--- src/rtl/doodle_jump_engine_if.sv ---
// Platform-table write bus for doodle_jump_engine.
// The master (level loader / testbench) drives one entry per plat_we strobe.
//   plat_we  : write strobe
//   plat_idx : table index to write
//   plat_x   : platform centre column
//   plat_y   : platform centre row (world coordinates)
//   plat_en  : entry valid bit
interface doodle_jump_engine_if #(
  parameter int NUM_PLATS = 12,
  parameter int COORD_W   = 16,
  parameter int IDX_W     = (NUM_PLATS > 1) ? $clog2(NUM_PLATS) : 1
);
  logic               plat_we;
  logic [IDX_W-1:0]   plat_idx;
  logic [COORD_W-1:0] plat_x;
  logic [COORD_W-1:0] plat_y;
  logic               plat_en;

  modport master (output plat_we, plat_idx, plat_x, plat_y, plat_en);
  modport slave  (input  plat_we, plat_idx, plat_x, plat_y, plat_en);
endinterface

--- src/rtl/doodle_jump_engine.sv ---
// Doodle jump/fall engine: owns the doodle's vertical position, jump
// progress, screen scroll and score, and detects landings against a
// runtime-loadable platform table scanned one entry per clock.
// Ports:
//   Clk, Reset_n        : clock, synchronous active-low reset
//   Start, Ack          : leave I / leave DONE
//   tick, vert_speed    : frame-update strobe and pixels per tick
//   doodle_x            : doodle centre column
//   plat_bus            : platform table write bus (slave)
//   q_I..q_Done         : one-hot state flags (registered)
//   doodle_y, v_counter : doodle row, total scroll
//   score, is_in_middle : score, "scrolled instead of moved" flag
//   landed_idx, overrun : last landed platform, sticky tick-in-scan flag
module doodle_jump_engine #(
  parameter int NUM_PLATS     = 12,
  parameter int COORD_W       = 16,
  parameter int JUMP_HEIGHT   = 120,
  parameter int DOODLE_RADIUS = 13,
  parameter int PLAT_RADIUS_W = 32,
  parameter int PLAT_RADIUS_H = 7,
  parameter int V_MIDDLE      = 275,
  parameter int V_BOTTOM      = 515,
  parameter int START_Y       = 400,
  parameter int IDX_W         = (NUM_PLATS > 1) ? $clog2(NUM_PLATS) : 1
) (
  input  logic               Clk,
  input  logic               Reset_n,
  input  logic               Start,
  input  logic               Ack,
  input  logic               tick,
  input  logic [3:0]         vert_speed,
  input  logic [COORD_W-1:0] doodle_x,
  doodle_jump_engine_if.slave plat_bus,
  output logic               q_I,
  output logic               q_Up,
  output logic               q_Down,
  output logic               q_Scan,
  output logic               q_Done,
  output logic [COORD_W-1:0] doodle_y,
  output logic [COORD_W-1:0] v_counter,
  output logic [COORD_W-1:0] score,
  output logic               is_in_middle,
  output logic [IDX_W-1:0]   landed_idx,
  output logic               overrun
);

  // Two guard bits keep every compare free of wrap-around.
  localparam int S = COORD_W + 2;
  typedef logic signed [S-1:0] sw_t;

  localparam sw_t R_D = sw_t'(DOODLE_RADIUS);
  localparam sw_t R_W = sw_t'(PLAT_RADIUS_W);
  localparam sw_t R_H = sw_t'(PLAT_RADIUS_H);
  localparam sw_t V_M = sw_t'(V_MIDDLE);
  localparam sw_t V_B = sw_t'(V_BOTTOM);
  localparam sw_t J_H = sw_t'(JUMP_HEIGHT);

  typedef enum logic [2:0] {S_I, S_UP, S_DOWN, S_SCAN, S_DONE} state_t;

  state_t             state_q, state_d;
  logic [4:0]         flags_q, flags_d;
  logic [COORD_W-1:0] y_q, y_d, vc_q, vc_d, score_q, score_d, up_q, up_d;
  logic               mid_q, mid_d, ovr_q, ovr_d;
  logic [IDX_W-1:0]   landed_q, landed_d, scan_q, scan_d;
  logic [NUM_PLATS-1:0] plat_en_q, plat_en_d;
  logic [COORD_W-1:0] plat_x_q [NUM_PLATS];
  logic [COORD_W-1:0] plat_x_d [NUM_PLATS];
  logic [COORD_W-1:0] plat_y_q [NUM_PLATS];
  logic [COORD_W-1:0] plat_y_d [NUM_PLATS];

  function automatic logic [COORD_W-1:0] sat_add(input logic [COORD_W-1:0] a,
                                                  input logic [3:0] b);
    logic [COORD_W:0] s;
    s = {1'b0, a} + (COORD_W+1)'(b);
    return s[COORD_W] ? '1 : s[COORD_W-1:0];
  endfunction

  sw_t  bot, pyw, sp;
  logic hit;

  always_comb begin
    state_d   = state_q;
    y_d       = y_q;
    vc_d      = vc_q;
    score_d   = score_q;
    up_d      = up_q;
    mid_d     = mid_q;
    ovr_d     = ovr_q;
    landed_d  = landed_q;
    scan_d    = scan_q;
    plat_en_d = plat_en_q;
    plat_x_d  = plat_x_q;
    plat_y_d  = plat_y_q;

    sp  = sw_t'(vert_speed);
    bot = sw_t'(y_q) + R_D;
    // Platform rows are world coordinates; shift by scroll to compare on screen.
    pyw = sw_t'(plat_y_q[scan_q]) + sw_t'(vc_q);
    hit = plat_en_q[scan_q]
       && (sw_t'(doodle_x) + R_D >= sw_t'(plat_x_q[scan_q]) - R_W)
       && (sw_t'(doodle_x) - R_D <= sw_t'(plat_x_q[scan_q]) + R_W)
       && (bot >= pyw - R_H) && (bot <= pyw + R_H);

    if (state_q != S_SCAN && plat_bus.plat_we && int'(plat_bus.plat_idx) < NUM_PLATS) begin
      plat_x_d[plat_bus.plat_idx]  = plat_bus.plat_x;
      plat_y_d[plat_bus.plat_idx]  = plat_bus.plat_y;
      plat_en_d[plat_bus.plat_idx] = plat_bus.plat_en;
    end

    case (state_q)
      S_I: if (Start) begin
        state_d = S_UP;
        y_d     = COORD_W'(START_Y);
        up_d    = '0;
      end
      S_UP: if (tick) begin
        if (sw_t'(y_q) - sp >= V_M) begin
          y_d   = y_q - COORD_W'(vert_speed);
          mid_d = 1'b0;
        end else begin
          vc_d    = sat_add(vc_q, vert_speed);
          score_d = sat_add(score_q, vert_speed);
          mid_d   = 1'b1;
        end
        up_d = up_q + COORD_W'(vert_speed);
        if (sw_t'(up_d) >= J_H) state_d = S_DOWN;
      end
      S_DOWN: if (tick) begin
        y_d     = y_q + COORD_W'(vert_speed);
        mid_d   = 1'b0;
        state_d = S_SCAN;
        scan_d  = '0;
      end
      S_SCAN: begin
        if (tick) ovr_d = 1'b1;
        // Index 0 only ever occurs on the first scan cycle, so it doubles as
        // the slot for the bottom check, which outranks any landing.
        if (scan_q == '0 && bot > V_B) begin
          state_d = S_DONE;
        end else if (hit) begin
          state_d  = S_UP;
          up_d     = '0;
          landed_d = scan_q;
        end else if (scan_q == IDX_W'(NUM_PLATS - 1)) begin
          state_d = S_DOWN;
        end else begin
          scan_d = scan_q + 1'b1;
        end
      end
      S_DONE: if (Ack) begin
        state_d = S_I;
        vc_d    = '0;
        score_d = '0;
        ovr_d   = 1'b0;
      end
      default: state_d = S_I;
    endcase

    flags_d = {state_d == S_DONE, state_d == S_SCAN, state_d == S_DOWN,
               state_d == S_UP, state_d == S_I};
  end

  always_ff @(posedge Clk) begin
    if (!Reset_n) begin
      state_q   <= S_I;
      flags_q   <= 5'b00001;
      y_q       <= COORD_W'(START_Y);
      vc_q      <= '0;
      score_q   <= '0;
      up_q      <= '0;
      mid_q     <= 1'b0;
      ovr_q     <= 1'b0;
      landed_q  <= '0;
      scan_q    <= '0;
      plat_en_q <= '0;
    end else begin
      state_q   <= state_d;
      flags_q   <= flags_d;
      y_q       <= y_d;
      vc_q      <= vc_d;
      score_q   <= score_d;
      up_q      <= up_d;
      mid_q     <= mid_d;
      ovr_q     <= ovr_d;
      landed_q  <= landed_d;
      scan_q    <= scan_d;
      plat_en_q <= plat_en_d;
    end
  end

  // Coordinates need no reset: plat_en gates every use.
  always_ff @(posedge Clk) begin
    plat_x_q <= plat_x_d;
    plat_y_q <= plat_y_d;
  end

  assign {q_Done, q_Scan, q_Down, q_Up, q_I} = flags_q;
  assign doodle_y     = y_q;
  assign v_counter    = vc_q;
  assign score        = score_q;
  assign is_in_middle = mid_q;
  assign landed_idx   = landed_q;
  assign overrun      = ovr_q;

endmodule

--- src/flat_wrapper.sv ---
// flat-port wrapper written by rule: the top's interface ports become plain ports
module doodle_jump_engine_flat 
#(
  parameter int NUM_PLATS     = 12,
  parameter int COORD_W       = 16,
  parameter int JUMP_HEIGHT   = 120,
  parameter int DOODLE_RADIUS = 13,
  parameter int PLAT_RADIUS_W = 32,
  parameter int PLAT_RADIUS_H = 7,
  parameter int V_MIDDLE      = 275,
  parameter int V_BOTTOM      = 515,
  parameter int START_Y       = 400,
  parameter int IDX_W         = (NUM_PLATS > 1) ? $clog2(NUM_PLATS) : 1
)
  (Clk, Reset_n, Start, Ack, tick, vert_speed, doodle_x, q_I, q_Up, q_Down, q_Scan, q_Done, doodle_y, v_counter, score, is_in_middle, landed_idx, overrun, plat_bus_plat_we, plat_bus_plat_idx, plat_bus_plat_x, plat_bus_plat_y, plat_bus_plat_en);
  doodle_jump_engine_if #(.NUM_PLATS(NUM_PLATS), .COORD_W(COORD_W), .IDX_W(IDX_W)) plat_bus_i ();
  input  logic Clk;
  input  logic Reset_n;
  input  logic Start;
  input  logic Ack;
  input  logic tick;
  input  logic [3:0] vert_speed;
  input  logic [COORD_W-1:0] doodle_x;
  output logic q_I;
  output logic q_Up;
  output logic q_Down;
  output logic q_Scan;
  output logic q_Done;
  output logic [COORD_W-1:0] doodle_y;
  output logic [COORD_W-1:0] v_counter;
  output logic [COORD_W-1:0] score;
  output logic is_in_middle;
  output logic [IDX_W-1:0] landed_idx;
  output logic overrun;
  input wire logic [$bits(plat_bus_i.plat_we)-1:0] plat_bus_plat_we;
  input wire logic [$bits(plat_bus_i.plat_idx)-1:0] plat_bus_plat_idx;
  input wire logic [$bits(plat_bus_i.plat_x)-1:0] plat_bus_plat_x;
  input wire logic [$bits(plat_bus_i.plat_y)-1:0] plat_bus_plat_y;
  input wire logic [$bits(plat_bus_i.plat_en)-1:0] plat_bus_plat_en;
  assign plat_bus_i.plat_we = plat_bus_plat_we;
  assign plat_bus_i.plat_idx = plat_bus_plat_idx;
  assign plat_bus_i.plat_x = plat_bus_plat_x;
  assign plat_bus_i.plat_y = plat_bus_plat_y;
  assign plat_bus_i.plat_en = plat_bus_plat_en;
  doodle_jump_engine #(.NUM_PLATS(NUM_PLATS), .COORD_W(COORD_W), .JUMP_HEIGHT(JUMP_HEIGHT), .DOODLE_RADIUS(DOODLE_RADIUS), .PLAT_RADIUS_W(PLAT_RADIUS_W), .PLAT_RADIUS_H(PLAT_RADIUS_H), .V_MIDDLE(V_MIDDLE), .V_BOTTOM(V_BOTTOM), .START_Y(START_Y), .IDX_W(IDX_W)) u_core (.Clk(Clk), .Reset_n(Reset_n), .Start(Start), .Ack(Ack), .tick(tick), .vert_speed(vert_speed), .doodle_x(doodle_x), .plat_bus(plat_bus_i), .q_I(q_I), .q_Up(q_Up), .q_Down(q_Down), .q_Scan(q_Scan), .q_Done(q_Done), .doodle_y(doodle_y), .v_counter(v_counter), .score(score), .is_in_middle(is_in_middle), .landed_idx(landed_idx), .overrun(overrun));
endmodule
--- config.mk ---
export PLATFORM = sky130hd
export DESIGN_NAME = doodle_jump_engine_flat
export DESIGN_NICKNAME = d
export VERILOG_FILES = /design/src/rtl/doodle_jump_engine_if.sv /design/src/rtl/doodle_jump_engine.sv /design/src/flat_wrapper.sv
export SDC_FILE = /design/constraint.sdc
export NUM_CORES = 1
export LEC_CHECK = 0
export ABC_CLOCK_PERIOD_IN_PS = 6770
export BUFFER_PORTS_ARGS = -buffer_cell sky130_fd_sc_hd__buf_2
export CAP_MARGIN = 0
export CORE_ASPECT_RATIO = 0.5
export CORE_MARGIN = 8
export CORE_UTILIZATION = 58
export CTS_BUF_LIST = sky130_fd_sc_hd__clkbuf_4
export DETAILED_ROUTE_END_ITERATION = 8
export HOLD_SLACK_MARGIN = 0.12
export PLACE_DENSITY = 0.79
export SETUP_SLACK_MARGIN = 0.2
export SLEW_MARGIN = 20
export SYNTH_ARGS = -nofsm -noshare
export SYNTH_HDL_FRONTEND = slang
export SYNTH_SLANG_ARGS = --single-unit
--- constraint.sdc ---
create_clock -name Clk -period 6.77 [get_ports Clk]
set_clock_uncertainty 0.05 [all_clocks]
set_input_delay 0.677 -clock Clk [delete_from_list [all_inputs] [get_ports Clk]]
set_output_delay 0.677 -clock Clk [all_outputs]
set_load 0.05 [all_outputs]
==> metrics, run 1 <==
status complete, no violations; YS warnings 0; main combinational cell family by area after synthesis compound AO/OA/AOI/OAI gates; number of levels the H-tree was split into 3; Horiz. Die Dim 309 um; antenna violations before repair 3; Placed Cells 2635; wire length of the first global-routing pass 96.0 mm; Post-Synth XOR/XNOR Area 0.0405; portion of netlist area occupied by mux cells 0.106; mean routed wirelength per cell 22.0 um; post-route minimum period 6390 ps; biggest fanout along the worst timing path 12; RSZ-0062 raised after global routing false; Required @ worst endpoint 7400 ps; post-route worst setup slack 379 ps; WL final 62.7 mm; Placement Rows 53; filler cell count 3038; HP Class input port to flip-flop; maximum root-to-sink buffer count 3; CTS sink count 478; number of vias after detailed routing 18.0k; post-synth net total 2166; CTS tree yes; number of standard cells in the layout, taps in and fillers out 2853; netlist area before placement 24900 um^2; arithmetic-cell share of the synthesized area counting full adders, half adders and majority gates 0.0672; remaining global-route overflow 0; count of nets left with antenna violations after detail routing 0; clock latency at the later pin of the worst-skew pair 870 ps; combined global-route utilization of all metal layers 0.242; Flop pwr share 0.552; PD cells 208 nW/um^2; type of element capturing the critical path flip-flop; core outline area 42200 um^2; Die Y 162 um; distinct cell type count of the synthesized netlist 87; Sw Pwr 0.00145 W; final hold slack 175 ps; largest vdd supply drop 0.124 mV; part of the Yosys area used for sequential elements 0.539; hold wc startpoint plat_bus_plat_en; First DRT Iteration DRCs 1892; slew margin rel. 0.269; Avg Synthesized Cell Area 12.6 um^2; element type at the critical path start flip-flop; count of nets after finishing 2395; growth of design area from synthesis to finish 13.1%; MaxCap Viol Count 0; CTS Root Buffer Type sky130_fd_sc_hd__clkbuf_4; critical path class flip-flop to flip-flop; 1st-pass router iterations 6; count of input and output buffers 121; number of enable flip-flop cells after synthesis 384; # IOs 122; crit share post-route 0.944; maximum number of pins on one net before global-route repair 43; vias in the first global route 17.2k; Reg2Reg Launch Point u_core.scan_q[0]$_SDFFE_PN0P_; setup TNS after final layout 0 ps; Post-Syn Instances 1973; clock group share of total power 0.370; Pins Over Slew Limit 0; total internal power 0.00439 W; total DRC errors in the routed layout 0; compound-cell area share of the yosys netlist 0.115; Critical path origin u_core.scan_q[0]$_SDFFE_PN0P_; Tightest Pin Transition 1080 ps; switching part of the total 0.248; die outline area 50200 um^2; share of final-layout standard cells stronger than drive strength 1 0.224; clock transition at the registers of the reported paths 70 ps; Fmax 0.156 GHz; power share of the combinational group 0.077; worst slack at placement 20.9 ps; half-perimeter wire length after placement 39.0 mm; prevailing post-synth register cell sky130_fd_sc_hd__edfxtp_1; count of state elements after synthesis 478; Simple-Gate Fraction of Synth Area 0.108; final weighted congestion in routability-driven placement 0.887; count of endpoints failing hold in the final timing report 0; mean number of vias per cell 6.29; total clock buffers created by CTS 101; ys async rst share 0; Leak 10.3 nW; initial standard-cell utilization of the core 0.590; final count of negative-setup-slack endpoints 0; Crit path arrival time 7020 ps
## logic make-up (layout without fill, tap and decap cells)
logic type,after synthesis,count (layout)
DFF,478,478
xor gates and xnor gates,115,115
AOI/OAI and AO/OA,421,421
adders and majority gates,130,130
other,0,4
and+or+nand+nor,537,537
buffers and inverters,145,444
muxes,147,147
## state kept, by name, indices dropped and copies added (netlist names)
| register | cells |
|---|---|
| u_core.doodle_y | 16 |
| u_core.flags_q | 5 |
| u_core.is_in_middle | 1 |
| u_core.landed_idx | 4 |
| u_core.overrun | 1 |
| u_core.plat_en_q | 12 |
| u_core.plat_x_q | 192 |
| u_core.plat_y_q | 192 |
| u_core.scan_q | 4 |
| u_core.score | 16 |
| u_core.state_q | 3 |
| u_core.up_q | 16 |
| u_core.v_counter | 16 |
## stage by stage
| stage | power, W | instance area [um^2] | utilization |
|---|---|---|---|
| floorplan | 0.00357 | 24900 | - |
| global placement | 0.00370 | 26400 | 0.625 |
| detailed placement | 0.00371 | 26400 | 0.625 |
| CTS | 0.00586 | 28000 | 0.663 |
| global route | 0.00607 | 28100 | 0.667 |
| finish | 0.00584 | 28100 | 0.667 |
## power by group through the flow
stage	Combinational, W	Clock [W]	Sequential [W]
after floorplan	0.000262	0	0.00331
after global placement	0.000411	0	0.00329
after detailed placement	0.000421	0	0.00329
after CTS	0.000444	0.00219	0.00323
after global routing	0.000500	0.00234	0.00323
final	0.000452	0.00216	0.00323
## area by class of cell
cell class	instances	area (um^2)	share of cell area
timing repair buffer	211	1420	0.0506
antenna	4	10.0	0.000356
tap	577	722	0.0257
clock buffer	144	1080	0.0384
multi-input combinational	1350	11100	0.394
sequential	478	13400	0.477
inverter	60	225	0.00800
clock inverter	29	169	0.00600
## what timing repair did
item                                    CTS  global route
endpoints found under the setup margin   18            29
hold endpoints to repair                354             0
setup buffers                             3             7
gates resized for setup                   1            27
hold buffers                             31             0
pin swaps                                 2             6
## cell usage in the layout (no fill, tap or decap), drive strengths merged, types with 22 or more instances in the layout
cell	count
a21o	33
a21oi	99
a221o	22
and2	23
and3	36
buf	180
clkbuf	144
clkinv	23
dfxtp	94
dlygate4sd3	31
edfxtp	384
ha	124
inv	64
mux2i	49
mux4	93
nand2	145
nand3	45
nand4	27
nor2	94
nor3	55
o21ai	105
xnor2	70
xor2	45
## cells in the mapped netlist (12+ instances only)
| cell | n | share of area |
|---|---|---|
| sky130_fd_sc_hd__a211oi_1 | 14 | 0.0042 |
| sky130_fd_sc_hd__a21o_1 | 33 | 0.010 |
| sky130_fd_sc_hd__a21oi_1 | 99 | 0.020 |
| sky130_fd_sc_hd__a221o_1 | 22 | 0.0088 |
| sky130_fd_sc_hd__a31oi_1 | 20 | 0.0050 |
| sky130_fd_sc_hd__and2_1 | 23 | 0.0058 |
| sky130_fd_sc_hd__and3_1 | 36 | 0.0090 |
| sky130_fd_sc_hd__buf_1 | 16 | 0.0024 |
| sky130_fd_sc_hd__buf_2 | 13 | 0.0026 |
| sky130_fd_sc_hd__clkbuf_1 | 51 | 0.0077 |
| sky130_fd_sc_hd__dfxtp_1 | 94 | 0.076 |
| sky130_fd_sc_hd__edfxtp_1 | 384 | 0.46 |
| sky130_fd_sc_hd__ha_1 | 124 | 0.062 |
| sky130_fd_sc_hd__inv_1 | 59 | 0.0089 |
| sky130_fd_sc_hd__mux2i_1 | 49 | 0.020 |
| sky130_fd_sc_hd__mux4_2 | 93 | 0.084 |
| sky130_fd_sc_hd__nand2_1 | 145 | 0.022 |
| sky130_fd_sc_hd__nand2b_1 | 21 | 0.0053 |
| sky130_fd_sc_hd__nand3_1 | 45 | 0.0090 |
| sky130_fd_sc_hd__nand4_1 | 27 | 0.0068 |
| sky130_fd_sc_hd__nor2_1 | 93 | 0.014 |
| sky130_fd_sc_hd__nor2b_1 | 19 | 0.0048 |
| sky130_fd_sc_hd__nor3_1 | 55 | 0.011 |
| sky130_fd_sc_hd__o211ai_1 | 13 | 0.0039 |
| sky130_fd_sc_hd__o21a_1 | 14 | 0.0042 |
| sky130_fd_sc_hd__o21ai_0 | 97 | 0.020 |
| sky130_fd_sc_hd__o31ai_1 | 12 | 0.0036 |
| sky130_fd_sc_hd__or2_2 | 14 | 0.0035 |
| sky130_fd_sc_hd__or3_1 | 20 | 0.0050 |
| sky130_fd_sc_hd__xnor2_1 | 70 | 0.025 |
| sky130_fd_sc_hd__xor2_1 | 45 | 0.016 |
## critical path: stages, from the launching register on
cell and delay [ps]:
sky130_fd_sc_hd__dfxtp_4 480, sky130_fd_sc_hd__buf_6 250, sky130_fd_sc_hd__mux4_2 570, sky130_fd_sc_hd__mux2i_1 220, sky130_fd_sc_hd__o21ai_0 200, sky130_fd_sc_hd__ha_1 450, sky130_fd_sc_hd__a21oi_2 240, sky130_fd_sc_hd__o21ai_1 130
sky130_fd_sc_hd__a2111o_1 420, sky130_fd_sc_hd__nand3_1 160, sky130_fd_sc_hd__nand2_1 130, sky130_fd_sc_hd__or4_1 580, sky130_fd_sc_hd__o311ai_0 330, sky130_fd_sc_hd__o21a_1 180, sky130_fd_sc_hd__a21oi_1 40, sky130_fd_sc_hd__ha_1 210
sky130_fd_sc_hd__nor2_1 120, sky130_fd_sc_hd__o211ai_1 90, sky130_fd_sc_hd__a21oi_1 140, sky130_fd_sc_hd__o221ai_1 200, sky130_fd_sc_hd__a211o_4 420, sky130_fd_sc_hd__o311ai_4 370, sky130_fd_sc_hd__buf_12 170, sky130_fd_sc_hd__a31oi_1 80
## path summary, 6_finish.rpt
check | endpoint | slack [ps] | depth (start not counted)
setup / recovery | u_core.up_q[11]$_SDFFE_PN0P_ | 380 | 23
hold / removal | u_core.plat_en_q[6]$_SDFFE_PN0P_ | 180 | 3
setup reg to reg | u_core.up_q[11]$_SDFFE_PN0P_ | 380 | 23
hold reg to reg | u_core.up_q[0]$_SDFFE_PN0P_ | 420 | 2
## routing by layer
layer  global-route usage  share of wire  up-vias  wire length [um]
met5                    0              0        -                 0
met4               0.0751          0.023        0              1430
met1                0.328           0.41     8784             25600
li1                     -              -     8170                 -
met3               0.0439          0.093      134              5800
met2                0.400           0.48      863             29900
Power figures use the tool's default switching activity.
==> run 2, diff against run 1 <==
Settings changed: CORE_UTILIZATION 58 to 30, PLACE_DENSITY 0.79 to unset.
==> run 2 against run 1 <==
Combinational power up 1%; critical endpoint is now u_core.up_q[10]$_SDFFE_PN0P_; sequential share of layout area down 1.7 points; highest routed layer is now met5; largest power group unchanged; non-clock buffer count up 22; count of clock-buffer cells in the layout up 14.
==> metrics, run 2 (synthesis results as in run 1) <==
combined global-route utilization of all metal layers 0.139 (was 0.242); RSZ-0062 raised after global routing false (unchanged); Pins Over Slew Limit 0 (unchanged); crit share post-route 0.938 (was 0.944); area post-placement 27000 um^2 (was 26400 um^2); element type at the critical path start flip-flop (unchanged); growth of design area from synthesis to finish 17.4% (was 13.1%); Leak 10.6 nW (was 10.3 nW); setup TNS after final layout 0 ps (unchanged); final count of negative-setup-slack endpoints 0 (unchanged); 1st-pass router iterations 7 (was 6); most frequent standard cell in the layout excluding fill and tap cells sky130_fd_sc_hd__edfxtp_1 (unchanged); CTS Root Buffer Type sky130_fd_sc_hd__clkbuf_4 (unchanged); count of endpoints failing hold in the final timing report 0 (unchanged); number of vias after detailed routing 17.6k (was 18.0k); cell at the slowest stage of the critical path sky130_fd_sc_hd__mux4_2 (was sky130_fd_sc_hd__or4_1); filler cell count 8023 (was 3038); status complete, no violations (unchanged); remaining global-route overflow 0 (unchanged); count of nets left with antenna violations after detail routing 0 (unchanged); CTS tree yes (unchanged); Buf+Inv Stages, Crit Path 2 (unchanged); HP Class input port to flip-flop (unchanged); WL final 66.8 mm (was 62.7 mm); mean routed wirelength per cell 19.5 um (was 22.0 um); Horiz. Die Dim 423 um (was 309 um); type of element capturing the critical path flip-flop (unchanged); biggest fanout along the worst timing path 10 (was 12); die outline area 93000 um^2 (was 50200 um^2); count of input and output buffers 121 (unchanged); clock transition at the registers of the reported paths 80 ps (was 70 ps); sequential standard cell area 13400 um^2 (unchanged); wire length of the first global-routing pass 102 mm (was 96.0 mm); number of levels the H-tree was split into 3 (unchanged); largest vdd supply drop 0.0988 mV (was 0.124 mV); half-perimeter wire length after placement 44.5 mm (was 39.0 mm); Largest regs u_core.plat_x_q (192), u_core.plat_y_q (192) (unchanged); total clock buffers created by CTS 116 (was 101); PD cells 206 nW/um^2 (was 208 nW/um^2); biggest cell delay along the critical path 510 ps (was 580 ps); mean number of vias per cell 5.13 (was 6.29); First DRT Iteration DRCs 1158 (was 1892); critical path class flip-flop to flip-flop (unchanged); CTS sink count 478 (unchanged); count of nets after finishing 2433 (was 2395); area of the multi-input gates 11100 um^2 (about the same); total DRC errors in the routed layout 0 (unchanged); core outline area 81800 um^2 (was 42200 um^2); Required @ worst endpoint 7450 ps (was 7400 ps); Die Y 220 um (was 162 um); Placement Rows 74 (was 53); vias in the first global route 17.6k (was 17.2k); maximum number of pins on one net before global-route repair 43 (unchanged); MaxCap Viol Count 0 (unchanged); clock latency at the later pin of the worst-skew pair 890 ps (was 870 ps); slew margin rel. 0.314 (was 0.269); share of final-layout standard cells stronger than drive strength 1 0.234 (was 0.224); post-route minimum period 6350 ps (was 6390 ps); Fmax 0.158 GHz (was 0.156 GHz); antenna violations before repair 3 (unchanged); initial standard-cell utilization of the core 0.304 (was 0.590); final weighted congestion in routability-driven placement 0.873 (was 0.887); Tightest Pin Transition 1030 ps (was 1080 ps); maximum root-to-sink buffer count 3 (unchanged); Top delay family on crit path compound AO/OA/AOI/OAI gates (unchanged); # IOs 122 (unchanged); Crit path arrival time 7030 ps (was 7020 ps); design area 29200 um^2 (was 28100 um^2); series of cell instances along the critical path clkbuf_4 > mux4_2 > mux2i_1 > o21ai_0 > ha_1 > fa_1 > a21o_1 > a21oi_1 > xnor2_2 > nand4_1 > or3_1 > nor2_1 > xor2_1 > ha_1 > a21o_1 > a21o_1 > a21oi_1 > o211ai_1 > a21oi_1 > o221ai_1 > a211o_2 > o311ai_4 > buf_12 > a31oi_1 (was buf_6 > mux4_2 > mux2i_1 > o21ai_0 > ha_1 > a21oi_2 > o21ai_1 > a2111o_1 > nand3_1 > nand2_1 > or4_1 > o311ai_0 > o21a_1 > a21oi_1 > ha_1 > nor2_1 > o211ai_1 > a21oi_1 > o221ai_1 > a211o_4 > o311ai_4 > buf_12 > a31oi_1); most frequent cells in the layout sky130_fd_sc_hd__edfxtp_1, sky130_fd_sc_hd__clkbuf_4, sky130_fd_sc_hd__nand2_1, sky130_fd_sc_hd__ha_1, sky130_fd_sc_hd__buf_2 (was sky130_fd_sc_hd__edfxtp_1, sky130_fd_sc_hd__nand2_1, sky130_fd_sc_hd__clkbuf_4, sky130_fd_sc_hd__buf_2, sky130_fd_sc_hd__ha_1)
-- run 2: final cells by class --
type / count / area share
Clock inverter: 40 / 0.00874
Timing Repair Buffer: 233 / 0.0553
Inverter: 60 / 0.00771
Tap cell: 1102 / 0.0472
Multi-Input combinational cell: 1351 / 0.381
Clock buffer: 158 / 0.0406
Sequential cell: 478 / 0.459
Antenna cell: 1 / 0.0000856
-- run 2: repair_timing --
item                                   4_1_cts  5_1_grt
endpoints found under the hold margin      396        0
setup endpoints to repair                   17       29
buffers inserted                             3       27
gates cloned                                 0        1
hold buffers                                37        0
pin swaps                                    2       16
gates resized for setup                      1       29
-- run 2: final timing paths --
kind         cells past startpoint                              to  slack (ps)                          start
min                              2  u_core.plat_x_q[187]$_DFFE_PP_         230           plat_bus_plat_idx[3]
min reg2reg                      2     u_core.up_q[3]$_SDFFE_PN0P_         410    u_core.up_q[3]$_SDFFE_PN0P_
max                             24    u_core.up_q[10]$_SDFFE_PN0P_         420  u_core.scan_q[0]$_SDFFE_PN0P_
max reg2reg                     24    u_core.up_q[10]$_SDFFE_PN0P_         420  u_core.scan_q[0]$_SDFFE_PN0P_
-- run 2: power by group --
part	switching (W)	internal [W]
sequential	0.0000233	0.00321
combinational	0.000289	0.000169
clock	0.00117	0.00116
-- run 2: per-stage QoR --
step	utilization	cells	power [W]	hold slack (ps)	worst slack (ps)
finish	0.357	3423	0.00602	231	421
detailed placement	0.330	3155	0.00372	409	-84.7
global placement	0.330	3155	0.00371	396	125
CTS	0.353	3393	0.00609	124	253
global route	0.357	3423	0.00629	143	138
floorplan	-	1973	0.00357	388	209
-- run 2: layer usage --
layer | track usage | share of wire
met1 | 0.181 | 0.44
met2 | 0.234 | 0.48
met3 | 0.0244 | 0.048
met4 | 0.0477 | 0.027
met5 | 0 | 0.00061
